--- config.mk ---
export PLATFORM = sky130hd
export DESIGN_NAME = dmem_access_unit
export DESIGN_NICKNAME = d
export VERILOG_FILES = /design/src/rtl/dmem_pkg.sv /design/src/rtl/dmem_lane_align.sv /design/src/rtl/dmem_access_unit.sv
export SDC_FILE = /design/constraint.sdc
export NUM_CORES = 1
export LEC_CHECK = 0
export ABC_AREA = 0
export CAP_MARGIN = 20
export CORE_ASPECT_RATIO = 0.8
export CORE_MARGIN = 8
export CORE_UTILIZATION = 53
export CTS_BUF_LIST = sky130_fd_sc_hd__clkbuf_4
export DETAILED_ROUTE_END_ITERATION = 8
export PLACE_DENSITY = 0.88
export RECOVER_POWER = 25
export SYNTH_ARGS = -nofsm -noshare
export SYNTH_HDL_FRONTEND = slang
export SYNTH_HIERARCHICAL = 1
export SYNTH_SLANG_ARGS = --single-unit
--- constraint.sdc ---
create_clock -name clk -period 5.4 [get_ports clk]
set_clock_uncertainty 0.1 [all_clocks]
set_input_delay 1.62 -clock clk [delete_from_list [all_inputs] [get_ports clk]]
set_output_delay 1.62 -clock clk [all_outputs]
set_load 0.01 [all_outputs]
--- src/rtl/dmem_pkg.sv ---
// Shared types for the data-memory access unit: op codes, exception codes,
// controller states and op classification helpers.
package dmem_pkg;

   localparam int DATA_W = 32;
   localparam int ADDR_W = 32;

   typedef enum logic [2:0] {
      LB  = 3'd0,
      LH  = 3'd1,
      LW  = 3'd2,
      LBU = 3'd3,
      LHU = 3'd4,
      SB  = 3'd5,
      SH  = 3'd6,
      SW  = 3'd7
   } op_e;

   typedef enum logic [1:0] {
      EXC_NONE = 2'b00,
      EXC_ADEL = 2'b01,
      EXC_ADES = 2'b10,
      EXC_BUS  = 2'b11
   } exc_e;

   typedef enum logic [1:0] {
      ST_IDLE = 2'd0,
      ST_WAIT = 2'd1,
      ST_RESP = 2'd2
   } state_e;

   function automatic logic is_store(input op_e op);
      return op inside {SB, SH, SW};
   endfunction

   function automatic logic is_half(input op_e op);
      return op inside {LH, LHU, SH};
   endfunction

   function automatic logic is_word(input op_e op);
      return op inside {LW, SW};
   endfunction

endpackage

--- src/rtl/dmem_lane_align.sv ---
// Combinational lane steering: byte enables and replicated store data on the
// way out, lane select plus sign/zero extension on the way back.
module dmem_lane_align
   import dmem_pkg::*;
(
   input  op_e                op,
   input  logic [1:0]         addr_lo,
   input  logic [DATA_W-1:0]  wdata,
   input  logic [DATA_W-1:0]  rdata,
   output logic [3:0]         we,
   output logic [DATA_W-1:0]  wdata_rep,
   output logic [DATA_W-1:0]  rdata_ext
);

   logic [7:0]  byte_sel;
   logic [15:0] half_sel;

   always_comb begin
      we        = 4'b0000;
      wdata_rep = wdata;
      case (op)
         SB: begin
            we        = 4'b0001 << addr_lo;
            wdata_rep = {4{wdata[7:0]}};
         end
         SH: begin
            we        = 4'b0011 << addr_lo;
            wdata_rep = {2{wdata[15:0]}};
         end
         SW:      we = 4'b1111;
         default: we = 4'b0000;
      endcase
   end

   always_comb begin
      case (addr_lo)
         2'd0:    byte_sel = rdata[7:0];
         2'd1:    byte_sel = rdata[15:8];
         2'd2:    byte_sel = rdata[23:16];
         default: byte_sel = rdata[31:24];
      endcase
      half_sel = addr_lo[1] ? rdata[31:16] : rdata[15:0];
   end

   // Stores return zero so the response word is clean for the pipeline.
   always_comb begin
      case (op)
         LB:      rdata_ext = {{24{byte_sel[7]}}, byte_sel};
         LBU:     rdata_ext = {24'd0, byte_sel};
         LH:      rdata_ext = {{16{half_sel[15]}}, half_sel};
         LHU:     rdata_ext = {16'd0, half_sel};
         LW:      rdata_ext = rdata;
         default: rdata_ext = '0;
      endcase
   end

endmodule

--- src/rtl/dmem_access_unit.sv ---
// MEM-stage load/store controller: alignment/range check, RAM req/ack with
// timeout, and a one-cycle registered response with load data or exception.
module dmem_access_unit
   import dmem_pkg::*;
#(
   parameter logic [ADDR_W-1:0] MEM_BYTES = 32'h0001_0000,
   parameter int unsigned       TIMEOUT   = 16
) (
   input  logic               clk,
   input  logic               rst,
   input  logic               req_valid,
   output logic               req_ready,
   input  logic [2:0]         req_op,
   input  logic [ADDR_W-1:0]  req_addr,
   input  logic [DATA_W-1:0]  req_wdata,
   output logic               resp_valid,
   output logic [DATA_W-1:0]  resp_rdata,
   output logic [1:0]         resp_exc,
   output logic               busy,
   output logic               mem_en,
   output logic [3:0]         mem_we,
   output logic [ADDR_W-1:0]  mem_addr,
   output logic [DATA_W-1:0]  mem_wdata,
   input  logic [DATA_W-1:0]  mem_rdata,
   input  logic               mem_ack
);

   localparam int CNT_W = $clog2(TIMEOUT + 1);

   state_e             state, state_nxt;
   op_e                req_op_e;
   op_e                op_q;
   logic [1:0]         addr_lo_q;
   logic [CNT_W-1:0]   cnt;
   logic [DATA_W-1:0]  rdata_q;
   exc_e               exc_q;

   logic               fault;
   logic               accept;
   logic               take_ack;
   logic               expire;

   op_e                lane_op;
   logic [1:0]         lane_addr_lo;
   logic [3:0]         lane_we;
   logic [DATA_W-1:0]  lane_wdata;
   logic [DATA_W-1:0]  lane_rdata;

   assign req_op_e = op_e'(req_op);

   assign fault = (is_half(req_op_e) && req_addr[0])
               || (is_word(req_op_e) && (req_addr[1:0] != 2'b00))
               || (req_addr >= MEM_BYTES);

   // In IDLE the aligner steers the incoming store; afterwards it decodes the
   // returning word using the op and lane captured at accept.
   assign lane_op      = (state == ST_IDLE) ? req_op_e : op_q;
   assign lane_addr_lo = (state == ST_IDLE) ? req_addr[1:0] : addr_lo_q;

   dmem_lane_align u_lane_align (
      .op        (lane_op),
      .addr_lo   (lane_addr_lo),
      .wdata     (req_wdata),
      .rdata     (mem_rdata),
      .we        (lane_we),
      .wdata_rep (lane_wdata),
      .rdata_ext (lane_rdata)
   );

   always_ff @(posedge clk) begin
      if (rst) state <= ST_IDLE;
      else     state <= state_nxt;
   end

   always_comb begin
      state_nxt = state;
      case (state)
         ST_IDLE: if (req_valid) state_nxt = fault ? ST_RESP : ST_WAIT;
         ST_WAIT: if (take_ack || expire) state_nxt = ST_RESP;
         ST_RESP: state_nxt = ST_IDLE;
         default: state_nxt = ST_IDLE;
      endcase
   end

   // The counter tops out at TIMEOUT-1: that cycle is the TIMEOUT-th without
   // an ack, and an ack arriving in it still takes priority.
   always_comb begin
      req_ready = (state == ST_IDLE);
      busy      = (state != ST_IDLE) || req_valid;
      accept    = (state == ST_IDLE) && req_valid;
      take_ack  = (state == ST_WAIT) && mem_en && mem_ack;
      expire    = (state == ST_WAIT) && !take_ack && (cnt == CNT_W'(TIMEOUT - 1));
   end

   always_ff @(posedge clk) begin
      if (rst) begin
         op_q       <= LB;
         addr_lo_q  <= 2'b00;
         cnt        <= '0;
         rdata_q    <= '0;
         exc_q      <= EXC_NONE;
         mem_en     <= 1'b0;
         mem_we     <= 4'b0000;
         mem_addr   <= '0;
         mem_wdata  <= '0;
         resp_valid <= 1'b0;
         resp_rdata <= '0;
         resp_exc   <= EXC_NONE;
      end else begin
         resp_valid <= 1'b0;
         if (accept) begin
            op_q      <= req_op_e;
            addr_lo_q <= req_addr[1:0];
            cnt       <= '0;
            rdata_q   <= '0;
            if (fault) begin
               exc_q <= is_store(req_op_e) ? EXC_ADES : EXC_ADEL;
            end else begin
               exc_q     <= EXC_NONE;
               mem_en    <= 1'b1;
               mem_we    <= lane_we;
               mem_addr  <= {req_addr[ADDR_W-1:2], 2'b00};
               mem_wdata <= lane_wdata;
            end
         end
         if (take_ack) begin
            rdata_q <= lane_rdata;
            mem_en  <= 1'b0;
            mem_we  <= 4'b0000;
            cnt     <= '0;
         end else if (expire) begin
            exc_q  <= EXC_BUS;
            mem_en <= 1'b0;
            mem_we <= 4'b0000;
            cnt    <= '0;
         end else if (state == ST_WAIT) begin
            cnt <= cnt + 1'b1;
         end
         if (state == ST_RESP) begin
            resp_valid <= 1'b1;
            resp_rdata <= rdata_q;
            resp_exc   <= exc_q;
         end
      end
   end

endmodule
==> run_results.csv, run 1 <==
group,metric,value,unit
status,status,"complete, but fails checks",
status,violations,"capacitance limit, slew limit",
logic_synthesis,synthTopCellsByArea,"dfxtp_1 (42%), nand2_1 (10%), mux2i_1 (8.7%)",
power_and_ir_drop,max-vdd-ir-drop,183,uV
placement,portBuffers,206,
floorplan,dieHeight,119,um
critical_path,critPathKind,"input pin to primary output",
detailed_routing,drc,0,
floorplan,fp.coreArea,0.0129,mm2
detailed_routing,finalWirelength,19800,um
logic_synthesis,synth.area.mux_share,14.5,%
critical_path,path_cells,"clkdlybuf4s50_1, or3_1, clkdlybuf4s50_1",
logic_synthesis,ys_ff_latch,148,
power_and_ir_drop,p_int,0.00161,W
cts,clk_latency,0.53,ns
sta,finalMaxSlewViolations,102,
sta,setup_violations,0,
cts,cts_buffers,17,
power_and_ir_drop,pwr_density_cell,240,mW/mm2
logic_synthesis,synth_seq_area_share,42.1,%
cts,post_cts_resize_count,0,
global_route,grt_max_degree,91,
critical_path,crit_fanout,3,
logic_synthesis,yosys-top-cells-count,"nand2_1 (189), dfxtp_1 (148), mux2i_1 (61), nor2_1 (61), a21oi_1 (60)",
detailed_routing,vias_per_cell,5.48,
cts,htree_levels,4,
detailed_routing,wl_per_cell,17.1,um
global_route,grt_pass1_vias,6096,
sta,rsz0062_at_grt,"false",
critical_path,arrival,2.87,ns
global_route,grt_pass1_wl,31100,um
floorplan,die_area,0.0172,mm2
sta,min_period,4.59,ns
placement,post-dp-hpwl,14300,um
cts,hold_buffers,0,
floorplan,fp-row-count,37,
logic_synthesis,syn_area,0.00704,mm2
logic_synthesis,synth_top_flop_cell,"dfxtp_1",
cts,post-cts-setup-buffer-count,0,
critical_path,critPathSlowestCell,"clkdlybuf4s50_1",
power_and_ir_drop,pwr-share-seq,49.5,%
power_and_ir_drop,sw_frac_of_total,27.6,%
power_and_ir_drop,p_leak,3.36,nW
sta,min_period_over_period,84.9,%
global_route,antenna_found_initial,0,
finish,stdcell_count,1163,
logic_synthesis,synth_top_family_by_area,"simple AND/OR/NAND/NOR gates",
power_and_ir_drop,power_frac_comb,16.6,%
sta,fmax,0.218,GHz
finish,layout.nets,1081,
logic_synthesis,synthSimpleGateAreaFrac,19.3,%
logic_synthesis,syn-instance-count,824,
sta,worst_pin_slew,1.79,ns
finish,n_antenna_cell,0,
placement,dp_cells,1132,
detailed_routing,ant_nets,0,
floorplan,die_x,145,um
logic_synthesis,yosys_warnings,6,
critical_path,cpPeakStageDelay,0.48,ns
critical_path,cpMostUsedCell,"clkdlybuf4s50_1",
placement,gp_congestion,0.869,
floorplan,start_util,54.5,%
sta,hold_viol,0,
detailed_routing,dr.pass1.iters,5,
logic_synthesis,synth_compound_area_share,16.6,%
detailed_routing,detail_route.iter0.violations,468,
logic_synthesis,synthAdderAreaFrac,0.356,%
run,maxCapViolations,2,
cts,clk_pin_slew,0.12,ns
cts,cts_tree,"built",
logic_synthesis,synth.most_common_cell,"nand2_1",
critical_path,end_kind,"primary output",
cts,cts.sinks,148,
cts,cts-root-buf,"clkbuf_4",
logic_synthesis,synth_top_area_share,42.1,%
logic_synthesis,synth_largest_area_cell,"dfxtp_1",
logic_synthesis,synth_cell_type_count,57,
logic_synthesis,synth_edf_count,0,
power_and_ir_drop,p_clk_share,33.8,%
logic_synthesis,synthArstFlopShare,0,%
logic_synthesis,synthXorXnorAreaFrac,0.622,%
detailed_routing,vias,6372,
critical_path,crit_path_start_kind,"input pin",
min_path,min_path_type,"flop to flop",
critical_path,cp.required,3.68,ns
global_route,grt_usage,22.5,%
finish,drive_above_1_share,7.79,%
floorplan,pin_count,209,
logic_synthesis,avgSynthCellArea,8.54,um2
sta,setup-tns-final,0,ns
cts,clockBufferDepth,2,
finish,area_growth,31.8,%
sta,max-slew-margin-rel,-19.4,%
global_route,overflow,0,
power_and_ir_drop,switching_power,0.000613,W
## cell usage in the layout (no fill, tap or decap), types with 3 or more instances in the layout
cell	n
nand2b_1	13
nor3b_1	16
nor4_1	5
xor2_1	3
a21o_1	17
mux4_2	6
a22oi_1	32
nor2_1	60
o21a_1	3
or3_1	4
dlygate4sd3_1	6
nand2_1	189
a221o_1	13
inv_6	4
o21ai_0	7
dfxtp_1	148
bufinv_16	3
mux2i_1	61
a21oi_1	60
clkdlybuf4s50_1	199
a31oi_1	9
mux2_2	22
o31ai_1	9
o22ai_1	8
clkbuf_4	19
buf_4	5
nand3_1	8
inv_1	13
## final timing paths
kind,slack (ns),endpoint,cells past startpoint,start
worst max-delay path,0.81,busy,3,req_valid
worst min register to register,0.36,resp_rdata[16],2,rdata_q[16]
worst max register to register,2.32,rdata_q[13],7,state[1]
worst min-delay path,0.36,resp_rdata[16],2,rdata_q[16]
## area by class of cell
type                    count  area (um2)
clock inverters            12         169
well taps                 175         219
repair buffers            213        2120
inverters                  14        52.6
fillers                  1019        3640
clock buffers              19         143
flip-flops and latches    148        2960
multi-input cells         582        3610
## kinds of logic after synthesis
family          after synthesis
simple gates                310
compound gates              172
flops                       148
buf+inv                      95
mux                          91
xor+xnor                      5
fa+ha+maj                     2
other cells                   1
## registers in the layout, summed over array words and instances, names as in the netlist
name	cells
resp_valid	1
mem_we	4
resp_exc	2
addr_lo_q	2
cnt	5
state	2
mem_en	1
resp_rdata	32
mem_wdata	32
mem_addr	30
exc_q	2
rdata_q	32
op_q	3
## power groups by stage
stage	Sequential [W]	Clock, W	Combinational [W]
after floorplan	0.00112	0	0.000240
after global placement	0.00112	0	0.000360
after detailed placement	0.00112	0	0.000365
after CTS	0.00110	0.000773	0.000366
after global routing	0.00110	0.000823	0.000401
final	0.00110	0.000752	0.000369
## through the flow
step	power [W]	utilization [%]	hold WS [ns]	setup slack (ns)	instance area (um2)
3_5_place_dp	0.00149	69.5	0.346	0.823	8980
4_1_cts	0.00224	72.0	0.353	0.819	9290
2_1_floorplan	0.00136	-	0.332	1.71	7040
5_1_grt	0.00233	71.8	0.375	0.778	9270
3_3_place_gp	0.00148	69.5	0.339	0.830	8980
6_report	0.00222	71.8	0.356	0.815	9270
## routing by layer
layer  GRT usage, %  share of wire (%)  up-vias
met4           8.11                2.0        0
met5              0                  0        -
li1               -                  -     3154
met3           7.35                9.8       27
met2           34.6                 44      266
met1           28.7                 44     2925
## worst max-delay path: cells and delay by family
kind,cells,cell delay [ns]
buffers and inverters,2,0.92
and+or+nand+nor,1,0.32
Power figures use the tool's default switching activity.
==> run 2, diff against run 1 <==
- CORE_UTILIZATION: 53 -> 44
- PLACE_DENSITY: 0.88 -> 0.78
- clock period: 5.4 -> 4.2 ns (I/O delays scaled with it)
==> run 2 against run 1 <==
The flow still finishes with violations (capacitance limit, slew limit). Utilization shrank 12 points. Worst hold slack gained 0.0036 ns. Die area grew 18%. First-iteration DRC count grew 13%. Sequential share of layout area shrank 0.42 points. Critical path depth is the same. Combinational power grew 33%.
==> run_results.csv, run 2 (synthesis results as in run 1) <==
group,metric,value,unit
status,status,"complete, but fails checks",
status,violations,"capacitance limit, slew limit",
global_route,grt_max_degree,94,
floorplan,dieHeight,129,um
power_and_ir_drop,pwr_density_cell,297,mW/mm2
detailed_routing,vias_per_cell,5.25,
floorplan,fp-row-count,41,
finish,stdcell_count,1215,
sta,finalMaxSlewViolations,36,
sta,rsz0062_at_grt,"false",
power_and_ir_drop,p_clk_share,31.8,%
critical_path,end_kind,"primary output",
sta,fin_ws,0.181,ns
cts,cts_buffers,17,
placement,dp_cells,1183,
floorplan,pin_count,209,
floorplan,die_area,0.0203,mm2
detailed_routing,dr.pass1.iters,5,
floorplan,fp.coreArea,0.0157,mm2
finish,drive_above_1_share,8.80,%
cts,cts-root-buf,"clkbuf_4",
critical_path,crit_path_start_kind,"input pin",
finish,mostFrequentLayoutCell,"clkdlybuf4s50_1",
global_route,antenna_found_initial,0,
detailed_routing,vias,6383,
finish,reg_top3,"mem_wdata: 32 flops, rdata_q: 32 flops, resp_rdata: 32 flops",
placement,gp_congestion,0.832,
cts,clk_pin_slew,0.13,ns
power_and_ir_drop,p_leak,3.38,nW
sta,setup_violations,0,
power_and_ir_drop,pwr-share-seq,50.7,%
placement,portBuffers,206,
cts,htree_levels,4,
cts,cts.sinks,148,
critical_path,crit_fanout,3,
cts,post-cts-setup-buffer-count,0,
finish,n_antenna_cell,0,
sta,holdWs,0.359,ns
global_route,grt_usage,19.6,%
finish,layout.nets,1093,
cts,clockBufferDepth,2,
sta,fmax,0.249,GHz
finish,layout_common_cells,"clkdlybuf4s50_1 (202), nand2_1 (189), dfxtp_1 (148), mux2i_1 (61)",
cts,post_cts_resize_count,0,
sta,max-slew-margin-rel,-3.13,%
finish,area_growth,33.5,%
critical_path,crit-reg2reg-launch,"state[1]",
sta,min_period,4.02,ns
detailed_routing,drc,0,
sta,min_period_over_period,95.7,%
sta,setup-tns-final,0,ns
power_and_ir_drop,switching_power,0.000792,W
power_and_ir_drop,power_frac_comb,17.5,%
critical_path,arrival,2.66,ns
floorplan,die_x,157,um
critical_path,critPathKind,"input pin to primary output",
run,maxCapViolations,1,
global_route,overflow,0,
critical_path,cp.required,2.84,ns
cts,hold_buffers,0,
sta,worst_pin_slew,1.55,ns
critical_path,crit_start,"req_valid",
detailed_routing,detail_route.iter0.violations,530,
detailed_routing,wl_per_cell,16.9,um
power_and_ir_drop,totalPowerFinal,0.00279,W
detailed_routing,finalWirelength,20600,um
floorplan,start_util,44.8,%
global_route,grt_pass1_wl,31900,um
power_and_ir_drop,p_int,0.00200,W
placement,post-dp-hpwl,14800,um
detailed_routing,ant_nets,0,
cts,cts_tree,"built",
power_and_ir_drop,sw_frac_of_total,28.4,%
sta,hold_viol,0,
power_and_ir_drop,max-vdd-ir-drop,228,uV
placement,pre_cts_ws,0.309,ns
global_route,grt_pass1_vias,6051,
min_path,min_path_type,"flop to flop",
min_path,hp-start,"rdata_q[2]",
cts,clk_latency,0.55,ns
-- run 2: changes by cell type in the layout (fill, tap and decap cells not counted), moves of 2 or more --
cell / change
buf_4: +8
inv_6: -3
clkdlybuf4s50_1: +3
dlygate4sd3_1: -3
buf_12: +2
clkinv_2: +5
clkinv_4: -2
clkinvlp_4: +2
-- run 2: cell type report --
class                      instances  area [um2]
sequential                       148        2960
multi-input combinational        582        3600
clock buffer                      18         135
fill                            1446        6300
tap                              215         269
clock inverter                    13         135
inverter                          14        52.6
timing repair buffer             225        2240
-- run 2: final timing paths --
check	to	slack (ns)	depth (start not counted)
max reg2reg	rdata_q[31]	1.37	8
max	busy	0.18	3
min reg2reg	resp_rdata[2]	0.36	2
min	resp_rdata[2]	0.36	2
-- run 2: power groups by stage --
stage / sequential [W] / combinational (W) / clock [W]
2_1_floorplan: 0.00144 / 0.000309 / 0
3_3_place_gp: 0.00145 / 0.000479 / 0
3_5_place_dp: 0.00145 / 0.000484 / 0
4_1_cts: 0.00141 / 0.000485 / 0.000914
5_1_grt: 0.00142 / 0.000531 / 0.000965
6_report: 0.00141 / 0.000489 / 0.000886
-- run 2: stage by stage --
step,area [um2],util (%)
5_1_grt,9400,59.9
2_1_floorplan,7040,-
3_3_place_gp,9140,58.2
3_5_place_dp,9140,58.2
4_1_cts,9410,59.9
6_report,9400,59.9
-- run 2: critical path: stages --
cell             delay [ns]
dlygate4sd3_1          0.59
or3_1                  0.32
clkdlybuf4s50_1        0.49
-- run 2: layer usage --
metal  wire length (um)  global-route usage, %  up-vias
met5                  0                      0        -
met4                250                   5.31        0
met3               2070                   7.45       20
met2               9210                   30.1      217
met1               9050                   25.4     2977
li1                   -                      -     3169
==> run 3, diff against run 2 <==
- GPL_ROUTABILITY_DRIVEN: not set -> 0
- REMOVE_ABC_BUFFERS: not set -> 1
==> run 3 against run 2 <==
Largest power group unchanged. Maximum frequency increased by 3.8%. Sequential power about the same. Cell count unchanged. Utilization increased by 0.25 points. Routed wire length decreased by 0.78%. Critical path depth unchanged. The flow still finishes with violations (capacitance limit, slew limit). Global-route usage about the same. First-iteration DRC count decreased by 19%. Non-clock buffer count decreased by 3. Critical path type unchanged. Register-to-register slack got worse by 0.04 ns. Flip-flop and latch count unchanged. Power increased by 5.2%.
==> run_results.csv, run 3 (synthesis results as in run 1) <==
group,metric,value,unit
status,status,"complete, but fails checks",
status,violations,"capacitance limit, slew limit",
placement,post-dp-hpwl,14500,um
power_and_ir_drop,max-vdd-ir-drop,271,uV
placement,portBuffers,206,
sta,min_period_over_period,92.2,%
sta,hold_viol,0,
detailed_routing,finalWirelength,20400,um
floorplan,die_area,0.0203,mm2
sta,rsz0062_at_grt,"false",
floorplan,pin_count,209,
global_route,grt_usage,19.6,%
cts,clockBufferDepth,2,
sta,worst_pin_slew,1.65,ns
finish,drive_above_1_share,8.62,%
power_and_ir_drop,totalPowerFinal,0.00294,W
finish,layout_common_cells,"clkdlybuf4s50_1 (190), nand2_1 (189), dfxtp_1 (148), mux2i_1 (61)",
cts,htree_levels,4,
critical_path,ff2ff_setup_slack,1.33,ns
global_route,antenna_found_initial,2,
cts,hold_buffers,0,
sta,min_period,3.87,ns
cts,post_cts_resize_count,0,
floorplan,die_x,157,um
detailed_routing,detail_route.iter0.violations,429,
finish,area_growth,34.1,%
placement,pre_cts_ws,0.302,ns
critical_path,end_kind,"primary output",
detailed_routing,ant_nets,0,
global_route,grt_pass1_wl,31700,um
detailed_routing,wl_per_cell,16.8,um
sta,fin_ws,0.327,ns
detailed_routing,drc,0,
critical_path,arrival,2.51,ns
finish,mostFrequentLayoutCell,"clkdlybuf4s50_1",
cts,cts_tree,"built",
floorplan,fp.coreArea,0.0157,mm2
power_and_ir_drop,p_leak,3.44,nW
cts,cts-root-buf,"clkbuf_4",
critical_path,cp.required,2.84,ns
finish,layout.nets,1090,
floorplan,dieHeight,129,um
detailed_routing,vias_per_cell,5.29,
sta,finalMaxSlewViolations,116,
sta,setup_violations,0,
cts,post-cts-setup-buffer-count,0,
power_and_ir_drop,pwr_density_cell,311,mW/mm2
sta,fmax,0.258,GHz
global_route,grt_max_degree,94,
cts,clk_pin_slew,0.12,ns
detailed_routing,vias,6422,
floorplan,start_util,44.8,%
critical_path,crit_fanout,3,
critical_path,crit_path_start_kind,"input pin",
critical_path,critPathKind,"input pin to primary output",
floorplan,fp-row-count,41,
cts,cts.sinks,148,
min_path,min_path_type,"flop to flop",
finish,multi_input_area,0.00362,mm2
run,maxCapViolations,2,
finish,regArea,0.00296,mm2
cts,cts_buffers,17,
cts,clk_latency,0.56,ns
sta,max-slew-margin-rel,-9.84,%
detailed_routing,dr.pass1.iters,5,
finish,reg_top3,"mem_wdata: 32 flops, rdata_q: 32 flops, resp_rdata: 32 flops",
finish,fill_cells,1381,
global_route,grt_pass1_vias,6108,
global_route,overflow,0,
==> run 3: cell count changes in the layout (fill, tap and decap cells not counted), sizes merged, moves of 2 or more <==
cell           delta
dlygate4sd3      +12
clkdlybuf4s50    -12
bufinv            +2
diode             +2
inv               +2
buf               -5
==> run 3: metal layers <==
metal  GRT usage, %  vias to the layer above  part of all wire [%]
met5              0                        -                 0.083
met4           6.37                        2                   1.6
met3           7.65                       29                   9.4
met2           31.5                      213                    47
met1           23.7                     3007                    42
li1               -                     3171                     -
==> run 3: per-stage QoR <==
stage	utilization (%)	hold slack [ns]	TNS [ns]	std cells	cell area, um2
detailed placement	58.0	0.347	0	1180	9100
floorplan	-	0.325	-19.71	744	6640
finish	60.1	0.361	0	1215	9430
global placement	58.0	0.341	0	1180	9100
global route	60.1	0.364	0	1215	9430
CTS	60.1	0.355	0	1212	9440
==> run 3: layout make-up <==
type	instances	share of cell area, %
clock inverters	15	2.16
inverters	14	0.557
clock buffers	17	1.35
flip-flops and latches	148	31.4
diodes	2	0.0531
repair buffers	222	23.2
multi-input cells	582	38.4
well taps	215	2.85
==> run 3: worst paths after layout <==
| check | start | end | cells after the start |
|---|---|---|---|
| setup / recovery | req_valid | busy | 3 |
| hold / removal | resp_rdata[21] | resp_rdata[21] | 2 |
| setup reg to reg | state[1] | rdata_q[30] | 8 |
| hold reg to reg | resp_rdata[21] | resp_rdata[21] | 2 |
==> run 3: worst max-delay path: stages <==
cell and delay [ns]:
clkdlybuf4s50_1 0.44, or3_1 0.32, clkdlybuf4s50_1 0.49
==> run 3: where the power goes <==
| part | total [W] | internal, W | leakage (nW) | switching (W) |
|---|---|---|---|---|
| Sequential | 0.00142 | 0.00141 | 1.19 | 0.00000510 |
| Clock | 0.00103 | 0.000478 | 0.167 | 0.000555 |
| Combinational | 0.000487 | 0.000231 | 2.08 | 0.000256 |
| Total | 0.00294 | 0.00212 | 3.44 | 0.000816 |
